==> config.mk <==
export PLATFORM = sky130hd
export DESIGN_NAME = intr_ctrl_flat
export DESIGN_NICKNAME = d
export VERILOG_FILES = /design/src/rtl/intr_ctrl_pkg.sv /design/src/rtl/intr_ctrl_if.sv /design/src/rtl/intr_ctrl_prio.sv /design/src/rtl/intr_ctrl.sv /design/src/flat_wrapper.sv
export SDC_FILE = /design/constraint.sdc
export NUM_CORES = 1
export LEC_CHECK = 0
export ABC_AREA = 1
export CAP_MARGIN = 20
export CORE_AREA = 2 2 114 116
export DETAILED_ROUTE_END_ITERATION = 7
export DIE_AREA = 0 0 116 118
export PLACE_DENSITY_LB_ADDON = 0.25
export SLEW_MARGIN = 20
export SYNTH_ARGS = -nofsm -noshare
export SYNTH_HDL_FRONTEND = slang
export SYNTH_SLANG_ARGS = --single-unit
==> constraint.sdc <==
create_clock -name clk -period 2.07 [get_ports clk]
set_input_delay 0.414 -clock clk [delete_from_list [all_inputs] [get_ports clk]]
set_output_delay 0.414 -clock clk [all_outputs]
set_load 0.005 [all_outputs]
==> src/rtl/intr_ctrl_pkg.sv <==
// Shared trap-controller definitions: CSR addresses, mcause codes, mstatus
// bit positions, FSM state encoding and mstatus update helpers.
package core_defines;

  localparam logic [11:0] CSR_MSTATUS = 12'h300;
  localparam logic [11:0] CSR_MIE     = 12'h304;
  localparam logic [11:0] CSR_MTVEC   = 12'h305;
  localparam logic [11:0] CSR_MEPC    = 12'h341;
  localparam logic [11:0] CSR_MCAUSE  = 12'h342;

  localparam logic [31:0] CAUSE_ECALL  = 32'd11;
  localparam logic [31:0] CAUSE_EBREAK = 32'd3;
  localparam logic [31:0] CAUSE_EXT    = 32'h8000_000B;
  localparam logic [31:0] CAUSE_SOFT   = 32'h8000_0003;
  localparam logic [31:0] CAUSE_TIMER  = 32'h8000_0007;

  localparam int MSTATUS_MIE    = 3;
  localparam int MSTATUS_MPIE   = 7;
  localparam int MSTATUS_MPP_LO = 11;
  localparam int MSTATUS_MPP_HI = 12;

  localparam logic [2:0] IDLE       = 3'd0;
  localparam logic [2:0] DRAIN      = 3'd1;
  localparam logic [2:0] WR_MEPC    = 3'd2;
  localparam logic [2:0] WR_MCAUSE  = 3'd3;
  localparam logic [2:0] WR_MSTATUS = 3'd4;
  localparam logic [2:0] JUMP       = 3'd5;

  // Trap entry: stash MIE in MPIE, disable interrupts, record M-mode.
  function automatic logic [31:0] mstatus_on_trap(input logic [31:0] m);
    logic [31:0] r;
    r = m;
    r[MSTATUS_MPIE] = m[MSTATUS_MIE];
    r[MSTATUS_MIE]  = 1'b0;
    r[MSTATUS_MPP_HI:MSTATUS_MPP_LO] = 2'b11;
    return r;
  endfunction

  function automatic logic [31:0] mstatus_on_mret(input logic [31:0] m);
    logic [31:0] r;
    r = m;
    r[MSTATUS_MIE]  = m[MSTATUS_MPIE];
    r[MSTATUS_MPIE] = 1'b1;
    r[MSTATUS_MPP_HI:MSTATUS_MPP_LO] = 2'b11;
    return r;
  endfunction

endpackage

==> src/rtl/intr_ctrl_if.sv <==
// CSR write port and IF redirect driven by the trap controller.
interface intr_ctrl_if;
  logic        cl_csr_we;
  logic [11:0] cl_csr_waddr;
  logic [31:0] cl_csr_wdata;
  logic        cl_jump_flag;
  logic [31:0] cl_jump_pc;

  modport master (
    output cl_csr_we, cl_csr_waddr, cl_csr_wdata, cl_jump_flag, cl_jump_pc
  );

  modport slave (
    input cl_csr_we, cl_csr_waddr, cl_csr_wdata, cl_jump_flag, cl_jump_pc
  );
endinterface

==> src/rtl/intr_ctrl_prio.sv <==
// Combinational trap priority/enable encoder: mret > ecall > ebreak >
// external > software > timer.
module intr_prio
  import core_defines::*;
(
  input  logic        mret,
  input  logic        ecall,
  input  logic        ebreak,
  input  logic [2:0]  irq_pend,   // {ext, soft, timer}
  input  logic [2:0]  irq_mask,   // matching mie bits
  input  logic        global_ie,
  input  logic        redirect,
  output logic        accept,
  output logic        is_mret,
  output logic [31:0] cause,
  output logic        use_id_pc
);

  logic [2:0] irq_en;

  genvar gi;
  generate
    for (gi = 0; gi < 3; gi++) begin : g_irq_en
      assign irq_en[gi] = irq_pend[gi] & irq_mask[gi] & global_ie & ~redirect;
    end
  endgenerate

  always_comb begin
    accept    = 1'b1;
    is_mret   = 1'b0;
    use_id_pc = 1'b0;
    cause     = '0;
    if (mret) begin
      is_mret = 1'b1;
    end else if (ecall) begin
      use_id_pc = 1'b1;
      cause     = CAUSE_ECALL;
    end else if (ebreak) begin
      use_id_pc = 1'b1;
      cause     = CAUSE_EBREAK;
    end else if (irq_en[2]) begin
      cause = CAUSE_EXT;
    end else if (irq_en[1]) begin
      cause = CAUSE_SOFT;
    end else if (irq_en[0]) begin
      cause = CAUSE_TIMER;
    end else begin
      accept = 1'b0;
    end
  end

endmodule

==> src/rtl/intr_ctrl.sv <==
// Machine-mode trap controller: accepts a trap or mret, drains the pipe,
// writes mepc/mcause/mstatus and redirects IF.
module intr_ctrl
  import core_defines::*;
(
  input  logic        clk,
  input  logic        rst_n,
  input  logic        irq_timer_i,
  input  logic        irq_soft_i,
  input  logic        irq_ext_i,
  input  logic        id_ecall_i,
  input  logic        id_ebreak_i,
  input  logic        id_mret_i,
  input  logic [31:0] id_pc_i,
  input  logic [31:0] if_pc_i,
  input  logic        id_jump_flag_i,
  input  logic        ex_branch_flag_i,
  input  logic        inst_forward_over_i,
  input  logic [31:0] csr_mstatus_i,
  input  logic [31:0] csr_mie_i,
  input  logic [31:0] csr_mtvec_i,
  input  logic [31:0] csr_mepc_i,
  output logic        cl_stall_o,
  output logic        cl_busy_o,
  intr_ctrl_if.master cl_if
);

  logic [2:0]  state_reg, state_next;
  logic        kind_reg;            // 1 = mret, 0 = trap
  logic [31:0] cause_reg, epc_reg;
  logic        prio_accept, prio_is_mret, prio_use_id_pc;
  logic [31:0] prio_cause;
  logic        accept_now;
  logic [31:0] trap_base, jump_target;
  logic        unused_csr_bits;

  assign unused_csr_bits = ^{csr_mie_i[31:12], csr_mie_i[10:8], csr_mie_i[6:4],
                             csr_mie_i[2:0], csr_mepc_i[1:0]};

  intr_prio u_prio (
    .mret      (id_mret_i),
    .ecall     (id_ecall_i),
    .ebreak    (id_ebreak_i),
    .irq_pend  ({irq_ext_i, irq_soft_i, irq_timer_i}),
    .irq_mask  ({csr_mie_i[11], csr_mie_i[3], csr_mie_i[7]}),
    .global_ie (csr_mstatus_i[MSTATUS_MIE]),
    .redirect  (id_jump_flag_i | ex_branch_flag_i),
    .accept    (prio_accept),
    .is_mret   (prio_is_mret),
    .cause     (prio_cause),
    .use_id_pc (prio_use_id_pc)
  );

  // Gate with rst_n so nothing is seen on the outputs while reset is held.
  assign accept_now = rst_n && (state_reg == IDLE) && prio_accept;

  always_ff @(posedge clk) begin
    if (!rst_n) begin
      state_reg <= IDLE;
      kind_reg  <= 1'b0;
      cause_reg <= '0;
      epc_reg   <= '0;
    end else begin
      state_reg <= state_next;
      if (accept_now) begin
        kind_reg  <= prio_is_mret;
        cause_reg <= prio_cause;
        epc_reg   <= prio_use_id_pc ? id_pc_i : if_pc_i;
      end
    end
  end

  always_comb begin
    state_next = state_reg;
    case (state_reg)
      IDLE:       if (accept_now) state_next = DRAIN;
      DRAIN:      if (inst_forward_over_i) state_next = kind_reg ? WR_MSTATUS : WR_MEPC;
      WR_MEPC:    state_next = WR_MCAUSE;
      WR_MCAUSE:  state_next = WR_MSTATUS;
      WR_MSTATUS: state_next = JUMP;
      JUMP:       state_next = IDLE;
      default:    state_next = IDLE;
    endcase
  end

  assign trap_base = {csr_mtvec_i[31:2], 2'b00};

  always_comb begin
    if (kind_reg)
      jump_target = {csr_mepc_i[31:2], 2'b00};
    else if (csr_mtvec_i[1:0] == 2'b01 && cause_reg[31])
      jump_target = trap_base + {26'd0, cause_reg[3:0], 2'b00};
    else
      jump_target = trap_base;
  end

  always_comb begin
    cl_stall_o         = 1'b0;
    cl_busy_o          = (state_reg != IDLE);
    cl_if.cl_csr_we    = 1'b0;
    cl_if.cl_csr_waddr = '0;
    cl_if.cl_csr_wdata = '0;
    cl_if.cl_jump_flag = 1'b0;
    cl_if.cl_jump_pc   = '0;
    case (state_reg)
      IDLE:  cl_stall_o = accept_now;
      DRAIN: cl_stall_o = 1'b1;
      WR_MEPC: begin
        cl_stall_o         = 1'b1;
        cl_if.cl_csr_we    = 1'b1;
        cl_if.cl_csr_waddr = CSR_MEPC;
        cl_if.cl_csr_wdata = epc_reg;
      end
      WR_MCAUSE: begin
        cl_stall_o         = 1'b1;
        cl_if.cl_csr_we    = 1'b1;
        cl_if.cl_csr_waddr = CSR_MCAUSE;
        cl_if.cl_csr_wdata = cause_reg;
      end
      WR_MSTATUS: begin
        cl_stall_o         = 1'b1;
        cl_if.cl_csr_we    = 1'b1;
        cl_if.cl_csr_waddr = CSR_MSTATUS;
        cl_if.cl_csr_wdata = kind_reg ? mstatus_on_mret(csr_mstatus_i)
                                      : mstatus_on_trap(csr_mstatus_i);
      end
      JUMP: begin
        cl_if.cl_jump_flag = 1'b1;
        cl_if.cl_jump_pc   = jump_target;
      end
      default: ;
    endcase
  end

endmodule

==> src/flat_wrapper.sv <==
// flat-port wrapper written by rule: the top's interface ports become plain ports
module intr_ctrl_flat import core_defines::*;
  (clk, rst_n, irq_timer_i, irq_soft_i, irq_ext_i, id_ecall_i, id_ebreak_i, id_mret_i, id_pc_i, if_pc_i, id_jump_flag_i, ex_branch_flag_i, inst_forward_over_i, csr_mstatus_i, csr_mie_i, csr_mtvec_i, csr_mepc_i, cl_stall_o, cl_busy_o, cl_if_cl_csr_we, cl_if_cl_csr_waddr, cl_if_cl_csr_wdata, cl_if_cl_jump_flag, cl_if_cl_jump_pc);
  intr_ctrl_if cl_if_i ();
  input  logic clk;
  input  logic rst_n;
  input  logic irq_timer_i;
  input  logic irq_soft_i;
  input  logic irq_ext_i;
  input  logic id_ecall_i;
  input  logic id_ebreak_i;
  input  logic id_mret_i;
  input  logic [31:0] id_pc_i;
  input  logic [31:0] if_pc_i;
  input  logic id_jump_flag_i;
  input  logic ex_branch_flag_i;
  input  logic inst_forward_over_i;
  input  logic [31:0] csr_mstatus_i;
  input  logic [31:0] csr_mie_i;
  input  logic [31:0] csr_mtvec_i;
  input  logic [31:0] csr_mepc_i;
  output logic cl_stall_o;
  output logic cl_busy_o;
  output wire logic [$bits(cl_if_i.cl_csr_we)-1:0] cl_if_cl_csr_we;
  output wire logic [$bits(cl_if_i.cl_csr_waddr)-1:0] cl_if_cl_csr_waddr;
  output wire logic [$bits(cl_if_i.cl_csr_wdata)-1:0] cl_if_cl_csr_wdata;
  output wire logic [$bits(cl_if_i.cl_jump_flag)-1:0] cl_if_cl_jump_flag;
  output wire logic [$bits(cl_if_i.cl_jump_pc)-1:0] cl_if_cl_jump_pc;
  assign cl_if_cl_csr_we = cl_if_i.cl_csr_we;
  assign cl_if_cl_csr_waddr = cl_if_i.cl_csr_waddr;
  assign cl_if_cl_csr_wdata = cl_if_i.cl_csr_wdata;
  assign cl_if_cl_jump_flag = cl_if_i.cl_jump_flag;
  assign cl_if_cl_jump_pc = cl_if_i.cl_jump_pc;
  intr_ctrl u_core (.clk(clk), .rst_n(rst_n), .irq_timer_i(irq_timer_i), .irq_soft_i(irq_soft_i), .irq_ext_i(irq_ext_i), .id_ecall_i(id_ecall_i), .id_ebreak_i(id_ebreak_i), .id_mret_i(id_mret_i), .id_pc_i(id_pc_i), .if_pc_i(if_pc_i), .id_jump_flag_i(id_jump_flag_i), .ex_branch_flag_i(ex_branch_flag_i), .inst_forward_over_i(inst_forward_over_i), .csr_mstatus_i(csr_mstatus_i), .csr_mie_i(csr_mie_i), .csr_mtvec_i(csr_mtvec_i), .csr_mepc_i(csr_mepc_i), .cl_stall_o(cl_stall_o), .cl_busy_o(cl_busy_o), .cl_if(cl_if_i));
endmodule
# ---- After elaboration in Yosys (flattened, before gate mapping)
# Cells that the tools add are included.
dict set report classes {
  add_sub_neg 1
  n_eq_ne 8
  bitwise 11
  n_reduce_logical 8
  n_mux 30
}
# op n
set op_table {}
lappend op_table {{32-bit 2-to-1 mux} 10}
lappend op_table {{32-bit case mux with 3 select lines} 1}
lappend op_table {{32-bit by 6-bit adder with 32-bit output} 1}
lappend op_table {{10-bit case mux with 3 select lines} 1}
lappend op_table {{3-bit case mux with 5 select lines} 1}
lappend op_table {{1-bit 2-to-1 mux} 12}
lappend op_table {{1-bit AND} 9}
lappend op_table {{3-bit 2-to-1 mux} 3}
lappend op_table {{8-bit 2-to-1 mux} 1}
lappend op_table {{3-bit by 2-bit equality test with 1-bit output, second input constant} 2}
lappend op_table {{3-bit equality test, second input constant} 2}
lappend op_table {{4-bit OR reduction} 1}
lappend op_table {{3-bit by 1-bit equality test with 1-bit output, second input constant} 1}
lappend op_table {{1-bit logical AND} 3}
lappend op_table {{3-bit zero test} 1}
lappend op_table {{3-bit nonzero test} 1}
lappend op_table {{3-bit OR reduction} 1}
lappend op_table {{2-bit by 1-bit equality test with 1-bit output, second input constant} 1}
lappend op_table {{2-bit by 1-bit inequality test with 1-bit output, second input constant} 1}
lappend op_table {{2-bit inequality test, second input constant} 1}
lappend op_table {{1-bit case mux with 2 select lines} 1}
lappend op_table {{2-bit AND reduction} 1}
lappend op_table {{1-bit NOT} 1}
lappend op_table {{1-bit bitwise OR} 1}
dict set report word_totals {
  regBits 68
  out_inout_bits 80
  inputBits 203
}

# ---- Longest topological paths before layout
# Gate-level depths: netlist (run 1).
dict set report depth {
  depth_word 12
  depth_mapped 13
}

# ---- Cells and area by module
# Synthesis (run 1) repeated with hierarchy kept, for this count alone.
dict set report hier_totals {
  hier_cells 884
  area_unflattened_um2 5582.9
}
# module area_per_inst_um2 n_inst cells_per_inst
set by_module_without_submodules {}
lappend by_module_without_submodules {intr_ctrl 5245.0 1 830}
lappend by_module_without_submodules {intr_prio 337.8 1 54}

# ---- Least setup slack after synthesis (run 1)
# OpenSTA, ideal clock, no wires.
dict set report synth_timing {
  path_kind {input to output}
  from {input csr_mtvec_i[2]}
  to {output cl_if_cl_jump_pc[12]}
  path_slack_ns -0.164
  arrival_time_ns 1.820
  cell_stages 11
  path_buffers 0
  t_required_ns 1.656
  path_cell_list {ha_1 inv_1 fa_1 nor2_1 o21ai_2 inv_1 nand2_1 or2_2 nand3_1 nand2_1 inv_1}
}
dict set report synth_via {
  elab_chain_len 4
}
# item line_no
set synth_lines {}
lappend synth_lines {{start, declared} flat_wrapper.sv:20} ;# input logic [31:0] csr_mtvec_i;
lappend synth_lines {{32-bit by 6-bit adder with 32-bit output} intr_ctrl.sv:92} ;# jump_target = trap_base + {26'd0, cause_reg[3:0], 2'b00};
lappend synth_lines {{32-bit 2-to-1 mux} intr_ctrl.sv:91} ;# else if (csr_mtvec_i[1:0] == 2'b01 && cause_reg[31])
lappend synth_lines {{32-bit 2-to-1 mux} intr_ctrl.sv:89} ;# if (kind_reg)
lappend synth_lines {{32-bit 2-to-1 mux} intr_ctrl.sv:105} ;# case (state_reg)
lappend synth_lines {{end, declared} flat_wrapper.sv:28} ;# output wire logic [$bits(cl_if_i.cl_jump_pc)-1:0] cl_if_cl_jump_pc;
# Every way passes these cells.

# ---- Final worst setup path (run 1)
dict set report layout_timing {
  from {register u_core.cause_reg[1]}
  to {output cl_if_cl_jump_pc[6]}
}
dict set report layout_via {
  elab_chain_len 4
}
# item line_no
set layout_lines {}
lappend layout_lines {{start, declared} intr_ctrl.sv:30} ;# logic [31:0] cause_reg, epc_reg;
lappend layout_lines {{start signal, assigned} intr_ctrl.sv:67} ;# cause_reg <= prio_cause;
lappend layout_lines {{32-bit by 6-bit adder with 32-bit output} intr_ctrl.sv:92}
lappend layout_lines {{32-bit 2-to-1 mux} intr_ctrl.sv:91}
lappend layout_lines {{32-bit 2-to-1 mux} intr_ctrl.sv:89}
lappend layout_lines {{32-bit 2-to-1 mux} intr_ctrl.sv:105}
# Every way passes these cells.

==> flow_summary.toml, run 1 <==
[run_status]
status = "finished, violations left"
violations = "setup timing"

[floorplanning]
design.die.area_um2 = 13700
rows = 41
die_y_um = 118
start_util = 0.326
die_x_um = 116
pin_count = 283
core_area_um2 = 12400

[logic_synthesis]
synth_edf_count = 0
syn_area_per_cell_um2 = 5.93
ys_ff_latch = 40
yosysTopAreaCellShare = 0.198
synth_area_leaders = "dfxtp_1 (20%), nor2_1 (14%), nand2_1 (13%), mux2_2 (8.9%), o21ai_0 (7.2%)"
syn_area_um2 = 4040
synth_ff_type = "dfxtp_1"
yosys.area.top_type = "dfxtp_1"
ys_types = 37
async_flop_share = 0
netlist_instances = 681
yosysSeqAreaShare = 0.198
yosys_warnings = 0

[power]
peakVddDrop_mv = 0.483
total_power_uw = 4880
p_leak_uw = 0.00414
powerDensity_nw_per_um2 = 581

[run]
maxCapViolations = 0

[clock_tree]
clock-sinks = 40
cts-root-buf = "clkbuf_16"
clockBufferDepth = 2
holdBufCountCts = 0
insertion_delay_ns = 0.29
cts_tree = "done"
htreeDepth = 2
cts_buffers = 5
clk_pin_slew_ns = 0.06

[global_routing]
grt_first_pass_wirelength_mm = 28.0
grt_max_degree = 41
antenna_found_initial = 0
grt_pass1_vias = 5870
overflow = 0
grtUsageTotal = 0.256

[cells_and_area]
insertedDiodeCount = 0
nNetsFinal = 1273
fill_cells = 1091
final_cells = 1238
largest_reg_flops = 32
drive_gt1_frac = 0.386
area_growth_pct = 108

[hold_path]
hold_class = "reg2reg"
min_to = "u_core.epc_reg[14]$_SDFFE_PN0P_"
holdCritStartpoint = "u_core.epc_reg[14]$_SDFFE_PN0P_"
hold_depth = 2

[drt]
dr.first_iter.drc_count = 304
routed_wl_mm = 18.2
post_drt_wl_per_cell_um = 14.7
vias_per_cell = 4.75
ant_nets = 0
drc = 0
firstDrtPassIters = 4
via_count = 5883

[place]
dp_hpwl_mm = 12.8
numPortBuffers = 240
globalplace.congestion = 0.905
placedCellCount = 1159

[timing]
hold_viol_final = 0
rsz0062_at_grt = "yes"
setup_viol = 33
post-route-period-util = 1.30
skew_ns = 0.00449
tns_ns = -13.26
hold_ws_ns = 0.510
period_needed_ns = 2.69
drv_slew = 0
max_freq_mhz = 372
worst_slack_ns = -0.616

[worst_setup_path]
critPathCaptureType = "output pin"
reg2reg_depth = 12
path_class = "reg2out"
r2r_setup_slack_ns = 0.29
r2r-start = "u_core.state_reg[1]$_SDFFE_PN0P_"
cpMaxStageDelayCell = "fa_2"
worst_setup_path_start_kind = "flop"
cp_cell_sequence = "buf_6 -> inv_4 -> fa_2 -> nor2_4 -> o21ai_4 -> buf_4 -> buf_6 -> or2_4 -> nand3_2 -> o211ai_1 -> inv_1 -> buf_2"
critPathMaxStageDelay_ns = 0.41
worstReg2RegEnd = "u_core.epc_reg[29]$_SDFFE_PN0P_"
cp_max_fo = 5
required_ns = 1.66
cp_common_cell = "buf_6"
arrival_ns = 2.27
Yosys cell counts (8+ instances only):
cell	number
nor3_1	12
a21oi_1	21
nand3_1	39
inv_1	66
buf_4	10
buf_2	12
o21ai_0	58
mux2_2	32
o21ai_1	9
nor2_1	153
dfxtp_1	40
nand2_1	137
a22o_1	24
clkbuf_1	8
how the worst max path moves through the flow:
stage | from | to | slack (ns)
after floorplan | csr_mtvec_i[2] | cl_if_cl_jump_pc[10] | -0.0001
after global placement | csr_mtvec_i[2] | cl_if_cl_jump_pc[18] | -1.16
after detailed placement | csr_mtvec_i[2] | cl_if_cl_jump_pc[26] | -1.20
after CTS | u_core.cause_reg[1]$_SDFFE_PN0P_ | cl_if_cl_jump_pc[20] | -0.62
after global routing | u_core.cause_reg[1]$_SDFFE_PN0P_ | cl_if_cl_jump_pc[20] | -0.71
final | u_core.cause_reg[1]$_SDFFE_PN0P_ | cl_if_cl_jump_pc[6] | -0.62
cell type report:
class                           instances  area (um2)  share of cell area
Multi-Input combinational cell        540        3310               0.394
Tap cell                              172         215              0.0256
Sequential cell                        40         812              0.0966
Timing Repair Buffer                  408        3650               0.435
Inverter                               70         270              0.0322
Clock buffer                            8         146              0.0174
report_power, final:
| group | switching, uW | leakage (uW) | internal [uW] | total (uW) |
|---|---|---|---|---|
| combinational | 1450 | 0.00373 | 1520 | 2970 |
| sequential | 135 | 0.000334 | 997 | 1130 |
| clock | 300 | 0.0000712 | 481 | 781 |
repair_timing:
action | in CTS | in global routing
resized for setup | 367 | 124
endpoints found under the setup margin | 100 | 100
buffers inserted | 52 | 26
cloned | 4 | 1
pin swaps | 71 | 73
worst max-delay path: cells and delay by family (launching register included):
kind	cells	cell delay, ns
buffers and inverters	6	0.56
and+or+nand+nor	3	0.43
adders and majority gates	1	0.41
DFF	1	0.38
AOI/OAI and AO/OA	2	0.20
cells by family after synthesis:
kind of cell               Yosys count  synth area share
xor gates and xnor gates             2           0.00434
muxes                               32            0.0892
adders and majority gates            5            0.0173
buffers and inverters              109             0.127
AOI/OAI and AO/OA                  119             0.175
DFF                                 40             0.198
and+or+nand+nor                    373             0.388
other                                1          0.000928
layout by cell type, fill, tap and decap left out, types with 17 or more instances in the layout:
master           count
a22o_1              24
buf_2               48
buf_4              124
buf_6               32
clkdlybuf4s50_1    138
dfxtp_1             33
dlygate4sd2_1       22
inv_1               56
mux2_2              32
nand2_1            109
nand2_2             28
nand3_1             23
nor2_1             124
nor2_2              17
nor2_4              20
o21ai_0             43
metrics by stage:
step | instance area (um2) | worst slack (ns) | util
global route | 8400 | -0.706 | 0.677
global placement | 7240 | -1.16 | 0.583
finish | 8400 | -0.616 | 0.677
detailed placement | 7240 | -1.20 | 0.583
floorplan | 4100 | -0.0000967 | -
CTS | 8150 | -0.622 | 0.657
metal layers:
metal,up-vias,GRT usage,routed length (um)
met3,48,0.0525,1340
met2,235,0.482,9600
met5,-,0,0
li1,2977,-,-
met4,0,0.109,763
met1,2623,0.269,6520
(Power assumes the default switching activity.)
==> run 2: changes to the inputs <==
Settings changed: CORE_AREA 2 2 114 116 to 2 2 108 110, DIE_AREA 0 0 116 118 to 0 0 110 112, DONT_BUFFER_PORTS set to 1, SETUP_SLACK_MARGIN set to 0.15.
==> run 2 against run 1 <==
The run still ends with setup timing left. Final area down 38%. Worst hold slack worse by 0.24 ns. Non-clock buffer count down 359. Combinational power down 33%. Clock power down 4.0%. Register-to-register slack better by 0.06 ns. Utilization down 21 points. Die area down 10%. Global-route usage down 5.8 points. Clock-buffer cell count down 1. Critical endpoint unchanged.
==> flow_summary.toml, run 2 (same netlist as run 1, synthesis figures left out) <==
[worst_setup_path]
critPathCaptureType = "output pin"
arrival_ns = 2.02
cp_max_fo = 5
worst_setup_path_start_kind = "flop"
worstSetupEndpoint = "cl_if_cl_jump_pc[6]"
path_class = "reg2out"
cp_cell_sequence = "ha_4 -> inv_2 -> fa_2 -> nor2_4 -> o21ai_4 -> buf_4 -> or2_4 -> nand3_2 -> o211ai_1 -> inv_1"
required_ns = 1.66
r2r_setup_slack_ns = 0.35
worstSetupStartpoint = "u_core.cause_reg[1]$_SDFFE_PN0P_"
cpMaxStageDelayCell = "fa_2"
reg2reg_depth = 9
critPathMaxStageDelay_ns = 0.37
worstReg2RegEnd = "u_core.epc_reg[24]$_SDFFE_PN0P_"
r2r-start = "u_core.state_reg[1]$_SDFFE_PN0P_"

[cells_and_area]
drive_gt1_frac = 0.308
largest_reg_flops = 32
fin_area_um2 = 5210
layout_commonest_cell = "nor2_1"
final_cells = 850
area_growth_pct = 28.9
insertedDiodeCount = 0
mostFrequentLayoutCells = "nor2_1 (142), nand2_1 (104), inv_1 (48), o21ai_0 (44), dfxtp_1 (33)"
nNetsFinal = 914

[place]
dp_hpwl_mm = 10.2
globalplace.congestion = 0.893
numPortBuffers = 0
placed_area_um2 = 4320
placedCellCount = 820

[clock_tree]
cts_buffers = 5
clock-sinks = 40
htreeDepth = 2
cts-root-buf = "clkbuf_16"
cts_tree = "done"
clockBufferDepth = 2
clk_pin_slew_ns = 0.06
insertion_delay_ns = 0.28

[power]
total_power_uw = 3910
p_leak_uw = 0.00241
peakVddDrop_mv = 0.428
powerDensity_nw_per_um2 = 751

[timing]
hold_ws_ns = 0.271
worst_slack_ns = -0.367
skew_ns = 0.0112
setup_viol = 28
rsz0062_at_grt = "yes"
drv_slew = 0
hold_viol_final = 0
max_freq_mhz = 410
post-route-period-util = 1.18
period_needed_ns = 2.44

[drt]
firstDrtPassIters = 4
dr.first_iter.drc_count = 223
drc = 0
vias_per_cell = 5.30
ant_nets = 0
routed_wl_mm = 14.1
via_count = 4503
post_drt_wl_per_cell_um = 16.6

[floorplanning]
design.die.area_um2 = 12300
die_x_um = 110
core_area_um2 = 11200
rows = 39
pin_count = 283
start_util = 0.362
die_y_um = 112

[global_routing]
grt_pass1_vias = 4222
antenna_found_initial = 0
overflow = 0
grt_max_degree = 35
grt_first_pass_wirelength_mm = 19.6
grtUsageTotal = 0.198

[run]
maxCapViolations = 0

[run_status]
status = "finished, violations left"
violations = "setup timing"

[hold_path]
hold_class = "in2reg"
## run 2: cell types whose count changed in the layout (fill, tap and decap cells not counted), moves of 13 or more
cell / before / now
buf_2: 48 / 1
buf_4: 124 / 28
clkdlybuf4s50_1: 138 / 0
dlygate4sd2_1: 22 / 0
nor2_1: 124 / 142
buf_6: 32 / 9
dlymetal6s2s_1: 13 / 0
## run 2: power breakdown
| part | internal [uW] | switching, uW |
|---|---|---|
| logic | 804 | 1180 |
| clock network | 450 | 300 |
| registers | 998 | 177 |
## run 2: area by class of cell
class / instances / area (um2)
clock inverters: 1 / 8.76
well taps: 143 / 179
fillers: 1205 / 5970
clock buffers: 7 / 133
repair buffers: 49 / 557
flip-flops and latches: 40 / 815
inverters: 70 / 272
multi-input cells: 540 / 3250
## run 2: how the worst min path moves through the flow
stage,from,depth (start not counted),slack (ns),endpoint
3_3_place_gp,u_core.epc_reg[14]$_SDFFE_PN0P_,2,0.49,u_core.epc_reg[14]$_SDFFE_PN0P_
4_1_cts,rst_n,2,0.26,u_core.epc_reg[2]$_SDFFE_PN0P_
6_report,rst_n,2,0.27,u_core.epc_reg[2]$_SDFFE_PN0P_
3_5_place_dp,u_core.epc_reg[3]$_SDFFE_PN0P_,2,0.50,u_core.epc_reg[3]$_SDFFE_PN0P_
5_1_grt,rst_n,2,0.26,u_core.epc_reg[4]$_SDFFE_PN0P_
2_1_floorplan,u_core.cause_reg[31]$_SDFFE_PN0P_,2,0.46,u_core.cause_reg[31]$_SDFFE_PN0P_
## run 2: routing by layer
layer / GRT usage / wire [um] / vias up
li1: - / - / 2253
met1: 0.229 / 5560 / 2041
met2: 0.362 / 7270 / 193
met3: 0.0433 / 1070 / 16
met4: 0.0498 / 200 / 0
met5: 0 / 0 / -
## run 2: worst max-delay path, delay by kind of cell, from the launching register on
family / cells / cell delay [ns]
compound gates: 2 / 0.19
fa+ha+maj: 2 / 0.50
buf+inv: 3 / 0.26
flops: 1 / 0.36
simple gates: 3 / 0.44
## run 2: through the flow
step | setup slack [ns] | utilization | setup TNS [ns]
2_1_floorplan | 0.00644 | - | 0
3_3_place_gp | -0.184 | 0.387 | -1.45
3_5_place_dp | -0.203 | 0.387 | -1.67
4_1_cts | -0.360 | 0.417 | -7.04
5_1_grt | -0.470 | 0.466 | -10.03
6_report | -0.367 | 0.466 | -7.29
## run 2: what timing repair did
item,in CTS,in global routing
gates cloned,0,8
buffers inserted,4,10
pin swaps,17,31
hold buffers,0,0
setup endpoints to repair,30,66
resized for setup,55,92
